`config.mk`:
```
export PLATFORM = sky130hd
export DESIGN_NAME = aib_rst_seq_sync
export DESIGN_NICKNAME = d
export VERILOG_FILES = /design/src/rtl/aib_rst_seq_sync.sv
export SDC_FILE = /design/constraint.sdc
export NUM_CORES = 1
export LEC_CHECK = 0
export CAP_MARGIN = 10
export CORE_MARGIN = 8
export CORE_UTILIZATION = 24
export CTS_CLUSTER_DIAMETER = 200
export DETAILED_ROUTE_END_ITERATION = 7
export GPL_TIMING_DRIVEN = 0
export PLACE_DENSITY = 0.45
export SYNTH_ARGS = -nofsm -noshare
export SYNTH_HDL_FRONTEND = slang
export SYNTH_HIERARCHICAL = 1
export SYNTH_SLANG_ARGS = --single-unit
```
`constraint.sdc`:
```
create_clock -name clk -period 4.05 [get_ports clk]
set_input_delay 1.0125 -clock clk [delete_from_list [all_inputs] [get_ports clk]]
set_output_delay 1.0125 -clock clk [all_outputs]
set_load 0.01 [all_outputs]
```
`src/rtl/aib_rst_seq_sync.sv`:
```
// Multi-channel reset synchroniser/sequencer with soft reset and scan bypass.
// Optional debug ports: define AIB_RST_SEQ_DBG_EN.
module dmux_cell (
  input  logic d0,
  input  logic d1,
  input  logic sel,
  output logic z
);
  assign z = sel ? d1 : d0;
endmodule

module aib_rst_seq_sync #(
  parameter int NUM_RST     = 3,
  parameter int SYNC_DEPTH  = 2,
  parameter int HOLD_CYC    = 4,
  parameter int STAGGER_CYC = 2
) (
  input  logic               clk,
  input  logic               i_rst_n,
  input  logic               scan_mode,
  input  logic [NUM_RST-1:0] sw_rst_n,
  output logic [NUM_RST-1:0] sync_rst_n,
  output logic               rst_done
`ifdef AIB_RST_SEQ_DBG_EN
  ,
  output logic [1:0]         dbg_state,
  output logic [$clog2(NUM_RST+1)-1:0] dbg_rel_cnt
`endif
);

  localparam int MX_HS = (HOLD_CYC > STAGGER_CYC) ? HOLD_CYC : STAGGER_CYC;
  localparam int MX    = (MX_HS > NUM_RST) ? MX_HS : NUM_RST;
  localparam int CW    = $clog2(MX + 1);
  localparam logic [CW-1:0] HOLD_LAST =
    CW'((HOLD_CYC > 0) ? HOLD_CYC - 1 : 0);
  localparam logic [CW-1:0] STAG_LAST =
    CW'((STAGGER_CYC > 0) ? STAGGER_CYC - 1 : 0);
  localparam logic [CW-1:0] IDX_LAST = CW'(NUM_RST - 1);
  localparam bit REL_ALL = (STAGGER_CYC == 0) || (NUM_RST == 1);

  typedef enum logic [1:0] {
    S_RESET   = 2'd0,
    S_HOLD    = 2'd1,
    S_RELEASE = 2'd2,
    S_DONE    = 2'd3
  } state_e;

  logic [SYNC_DEPTH-1:0] sync_q;
  logic                  rst_sync;
  state_e                state_q;
  logic [CW-1:0]         cnt_q;
  logic [CW-1:0]         idx_q;
  logic [NUM_RST-1:0]    rel_q;
  logic [NUM_RST-1:0]    sw_q;
  logic                  done_q;
  logic                  go_rel;

  always_ff @(posedge clk or negedge i_rst_n) begin
    if (!i_rst_n) begin
      sync_q <= '0;
    end else begin
      sync_q <= {sync_q[SYNC_DEPTH-2:0], 1'b1};
    end
  end

  assign rst_sync = sync_q[SYNC_DEPTH-1];

  // First channel releases on the same edge the sequencer enters RELEASE.
  assign go_rel = (state_q == S_RESET && rst_sync && HOLD_CYC == 0) ||
                  (state_q == S_HOLD && cnt_q == HOLD_LAST);

`ifdef AIB_RST_SEQ_DBG_EN
  logic [$clog2(NUM_RST+1)-1:0] rcnt_q;
`endif

  always_ff @(posedge clk or negedge i_rst_n) begin
    if (!i_rst_n) begin
      state_q <= S_RESET;
      cnt_q   <= '0;
      idx_q   <= '0;
      rel_q   <= '0;
      sw_q    <= '1;
      done_q  <= 1'b0;
`ifdef AIB_RST_SEQ_DBG_EN
      rcnt_q  <= '0;
`endif
    end else begin
      sw_q <= sw_rst_n;
      unique case (state_q)
        S_RESET: begin
          if (rst_sync && HOLD_CYC != 0) begin
            state_q <= S_HOLD;
            cnt_q   <= '0;
          end
        end
        S_HOLD: begin
          if (cnt_q != HOLD_LAST) cnt_q <= cnt_q + 1'b1;
        end
        S_RELEASE: begin
          if (cnt_q == STAG_LAST) begin
            cnt_q <= '0;
            for (int k = 0; k < NUM_RST; k++) begin
              if (idx_q == CW'(k)) rel_q[k] <= 1'b1;
            end
`ifdef AIB_RST_SEQ_DBG_EN
            rcnt_q <= rcnt_q + 1'b1;
`endif
            if (idx_q == IDX_LAST) begin
              state_q <= S_DONE;
              done_q  <= 1'b1;
            end else begin
              idx_q <= idx_q + 1'b1;
            end
          end else begin
            cnt_q <= cnt_q + 1'b1;
          end
        end
        S_DONE: begin
        end
      endcase
      if (go_rel) begin
        cnt_q    <= '0;
        rel_q[0] <= 1'b1;
        if (REL_ALL) begin
          rel_q   <= '1;
          state_q <= S_DONE;
          done_q  <= 1'b1;
`ifdef AIB_RST_SEQ_DBG_EN
          rcnt_q  <= ($clog2(NUM_RST+1))'(NUM_RST);
`endif
        end else begin
          state_q <= S_RELEASE;
          idx_q   <= CW'(1);
`ifdef AIB_RST_SEQ_DBG_EN
          rcnt_q  <= ($clog2(NUM_RST+1))'(1);
`endif
        end
      end
    end
  end

`ifdef AIB_RST_SEQ_DBG_EN
  assign dbg_state   = state_q;
  assign dbg_rel_cnt = rcnt_q;
`endif

  for (genvar k = 0; k < NUM_RST; k++) begin : g_mux
    dmux_cell u_mux (
      .d0  (rel_q[k] & sw_q[k]),
      .d1  (i_rst_n),
      .sel (scan_mode),
      .z   (sync_rst_n[k])
    );
  end

  dmux_cell u_mux_done (
    .d0  (done_q),
    .d1  (i_rst_n),
    .sel (scan_mode),
    .z   (rst_done)
  );

endmodule

```
Word-level counts from Yosys, hierarchy flattened
Cells that the tools add are included.

word-level totals
  output and inout port bits = 4
  bits in registers = 16
  word-level logic and storage cells = 61

cells by class
  equality and inequality tests = 12
  bitwise operators = 3
  mux-type cells = 22
  reductions and logical operators = 14
  add/sub/neg operators = 2

operators with widths
  operator             number
  $mux 3               8
  $reduce_and 3->1     5
  $ne 3x3->1 const B   3
  $pmux 3 s3           1
  $mux 1               8
  $mux 2               4
  $add 3x1->3 const B  2
  $eq 3x1->1 const B   2
  $eq 3x2->1 const B   2
  $ne 3x2->1 const B   2
  $reduce_bool 2->1    3
  $pmux 2 s2           1
  $reduce_and 4->1     1
  $reduce_bool 4->1    1
  $and 1x1->1          3
  $logic_not 3->1      1
  $reduce_bool 3->1    1
  $eq 2x1->1 const B   1
  $eq 2x2->1 const B   1
  $logic_not 2->1      1
  $ne 2x2->1 const B   1
  $logic_and 1x1->1    1

Logic depth before layout (Yosys ltp)
  word-level depth = 5
  gate-level depth with buffers = 5

Modules after synthesis
The synthesis kept the hierarchy.

modules (own cells, without submodules)
  module            area each (µm²)  cells each  times used
  aib_rst_seq_sync  859.6            78          1
  dmux_cell         15.0             1           4

Worst setup path after synthesis
Ideal clock, no wire load.

  path kind = input port to output port
  start = input port scan_mode
  end = output port rst_done
  data arrival time = 1.305 ns
  stages = 1
  setup slack = 1.732 ns
  buffers on the path = 0
  path through = mux2_4

between the ends
  word-level cells in the longest chain between the ends = 1

RTL lines
  item             RTL line  source
  start, declared  20        input logic scan_mode,
  $mux 1           9         assign z = sel ? d1 : d0;
  end, declared    23        output logic rst_done

Every way passes these cells.

Worst setup path in the final report
  start = input port i_rst_n
  end = output port sync_rst_n[2]

between the ends
  word-level cells in the longest chain between the ends = 1

RTL lines
  item             RTL line  source
  start, declared  19        input logic i_rst_n,
  $mux 1           9
  end, declared    22        output logic [NUM_RST-1:0] sync_rst_n,

Every way passes these cells.

==> impl_metrics.csv <==
group,metric,value,unit
sta,finClkSkew,0.00477,ns
cells_and_area,finalNetCount,113,
drt,postRouteAntennaNets,0,
worst_setup_path,critPathArrivalTime,2.48,ns
synthesis,synth_seq_cells,16,
synthesis,syn-num-nets,99,
drt,vias,641,
clock_network,root_buffer,"clkbuf_8",
drt,drt_wl_total,1750,µm
synthesis,synthArstFlopShare,100,%
worst_setup_path,worst_setup_path_start_kind,"primary input",
cells_and_area,nFillCells,375,
worst_setup_path,cp.required,3.04,ns
worst_setup_path,crit_fanout,20,
synthesis,synthesis.area,920,µm²
drt,viasPerCell,4.48,
place,dp.cells,139,
clock_network,path_clk_slew,0.07,ns
cells_and_area,syn2layout_area_growth,22.6,%
sta,finalSetupTns,0,ns
sta,slew_violations,0,
sta,slew_headroom,41.5,%
clock_network,cts_tree,"built",
sta,fin_crit_sh,86.3,%
sta,fmax,286,MHz
outcome,status,"finished, final reports clean",
clock_network,cts_hold_buffers,0,
worst_setup_path,reg2reg_depth,5,
synthesis,synth_warnings,6,
clock_network,clock_latency,0.26,ns
worst_setup_path,ff2ff_setup_slack,2.42,ns
die,die_h,77.9,µm
worst_setup_path,reg2reg_to,"idx_q[2]",
sta,max_slew.worst_pin.slew,0.875,ns
sta,finalSetupViolCount,0,
worst_setup_path,reg2reg_from,"state_q[0]",
clock_network,clock_sinks,16,
clock_network,cts_buffers,3,
synthesis,avgSynthCellArea,11.2,µm²
drt,drt_iter0_drc,15,
drt,wire_per_inst,12.2,µm
drt,drc,0,
synthesis,synth_edf_count,0,
synthesis,ys_dominant_reg_cell,"dfrtp_1",
sta,hold_ws,0.350,ns
die,core,3660,µm²
worst_setup_path,cp-endpoint,"sync_rst_n[2]",
pwr,ir_drop,0.279,mV
min_path,hp-class,"reg2reg",
die,fp.dieW,77.9,µm
die,initial_utilization,25.1,%
place,dp_hpwl,1260,µm
pwr,cellLeakagePower,0.000512,µW
synthesis,synthCells,82,
run,maxCapViolations,0,
worst_setup_path,crit_type,"in2out",
worst_setup_path,critPathCaptureType,"output port",
global_route,grt_pass1_wl,3040,µm
cells_and_area,drive_gt1_share,14.7,%
pwr,power,573,µW
clock_network,clockBufferDepth,2,
global_route,grtUsageTotal,6.32,%
cells_and_area,antenna_cells,0,
place,globalplace.congestion,0.740,
synthesis,ys_types,28,
place,portBuffers,9,
sta,rsz0062_at_grt,"no",
pwr,power_density,508,nW/µm²
die,dieArea,6070,µm²
global_route,grt_max_degree,21,
global_route,grt_pass1_vias,633,
worst_setup_path,crit_start,"i_rst_n",
cells_and_area,final_cells,143,
clock_network,h-tree-depth,1,
synthesis,yosysSeqAreaShare,43.9,%
sta,hold_viol,0,
global_route,grt-ovfl-total,0,
global_route,antenna_found_initial,0,
die,row_count,22,
sta,fin_crit,3.49,ns
drt,drt_pass1_iterations,4,
die,io_pins,10,
-- per-stage QoR --
| stage | utilization, % | setup WS, ns | area, µm² |
|---|---|---|---|
| floorplan | - | 1.73 | 920 |
| detailed placement | 29.2 | 0.0547 | 1070 |
| global placement | 29.2 | 0.0906 | 1070 |
| finish | 30.8 | 0.556 | 1130 |
| global route | 30.8 | 0.330 | 1130 |
| CTS | 30.7 | 0.0547 | 1120 |
-- synth_stat cells, types with 2 or more instances --
cell type,instances,area (µm²)
nand3_1,3,15.0
and2_1,4,25.0
a32o_1,3,30.0
or2b_1,2,15.0
nor3b_1,4,30.0
nand2_1,2,7.51
dfrtp_1,13,325
o21ai_0,4,20.0
nand2b_1,3,18.8
a21oi_1,4,20.0
mux2_4,4,60.1
dfstp_2,3,78.8
inv_1,8,30.0
ha_1,11,138
-- cells by family (layout without fill, tap and decap cells) --
logic type / Yosys count / count (layout) / synth area share (%)
fa+ha+maj: 11 / 11 / 15.0
simple gates: 25 / 25 / 18.1
mux: 4 / 4 / 6.53
other cells: 1 / 1 / 0.408
compound gates: 17 / 17 / 12.8
buf+inv: 8 / 21 / 3.27
flops: 16 / 16 / 43.9
-- registers in the layout (all words and copies together), names as in the netlist --
name	cells
sw_q	3
rel_q	2
cnt_q	3
done_q	1
sync_q	2
state_q	2
idx_q	3
-- report_power, final --
group,switching [µW],internal (µW)
Clock,60.4,86.4
Sequential,31.9,198
Combinational,91.8,104
Total,184,389
-- worst min-delay path by stage --
| stage | start | to | slack, ns | depth (start not counted) |
|---|---|---|---|---|
| after floorplan | sync_q[0] | sync_q[1] | 0.33 | 0 |
| after global placement | sync_q[0] | sync_q[1] | 0.33 | 0 |
| after detailed placement | sync_q[0] | sync_q[1] | 0.33 | 0 |
| after CTS | sync_q[0] | sync_q[1] | 0.35 | 0 |
| after global routing | sync_q[0] | sync_q[1] | 0.37 | 0 |
| final | sync_q[0] | sync_q[1] | 0.35 | 0 |
-- area by class of cell --
cell class	instances	area (µm²)	share of cell area, %
Clock buffer	4	55.1	4.88
Inverter	8	30.0	2.66
Multi-Input combinational cell	58	485	43.1
Sequential cell	16	404	35.8
Tap cell	48	60.1	5.33
Timing Repair Buffer	9	92.6	8.21
-- worst max-delay path, cell delays in order --
cell and delay, ns:
dlymetal6s2s_1 0.65, mux2_4 0.28, clkdlybuf4s50_1 0.53
-- repair_timing --
action                     CTS  global route
resized for setup            0             1
buffers inserted             0             0
setup endpoints to repair    0             4
-- layer usage --
layer  global-route usage, %  wire length (µm)  up-vias
met4                    2.22                19        0
li1                        -                 -      314
met2                    9.52               745       15
met5                       0                 0        -
met3                    2.76               100        4
met1                    7.82               879      308
-- placed cells by master (no fill, tap or decap), drive strengths merged, types with 2 or more instances in the layout --
cell type      Yosys  final
nand2b             3      3
a21o               2      2
mux2               4      4
inv                8      8
nand2              2      2
nor3b              4      4
dfstp              3      3
and2               4      4
o21ai              4      4
clkbuf             0      4
a21oi              4      4
nand3              3      3
a32o               3      3
ha                11     11
dfrtp             13     13
clkdlybuf4s50      0      8
or2b               2      2
Note: power is estimated with default switching activity, not from simulation.
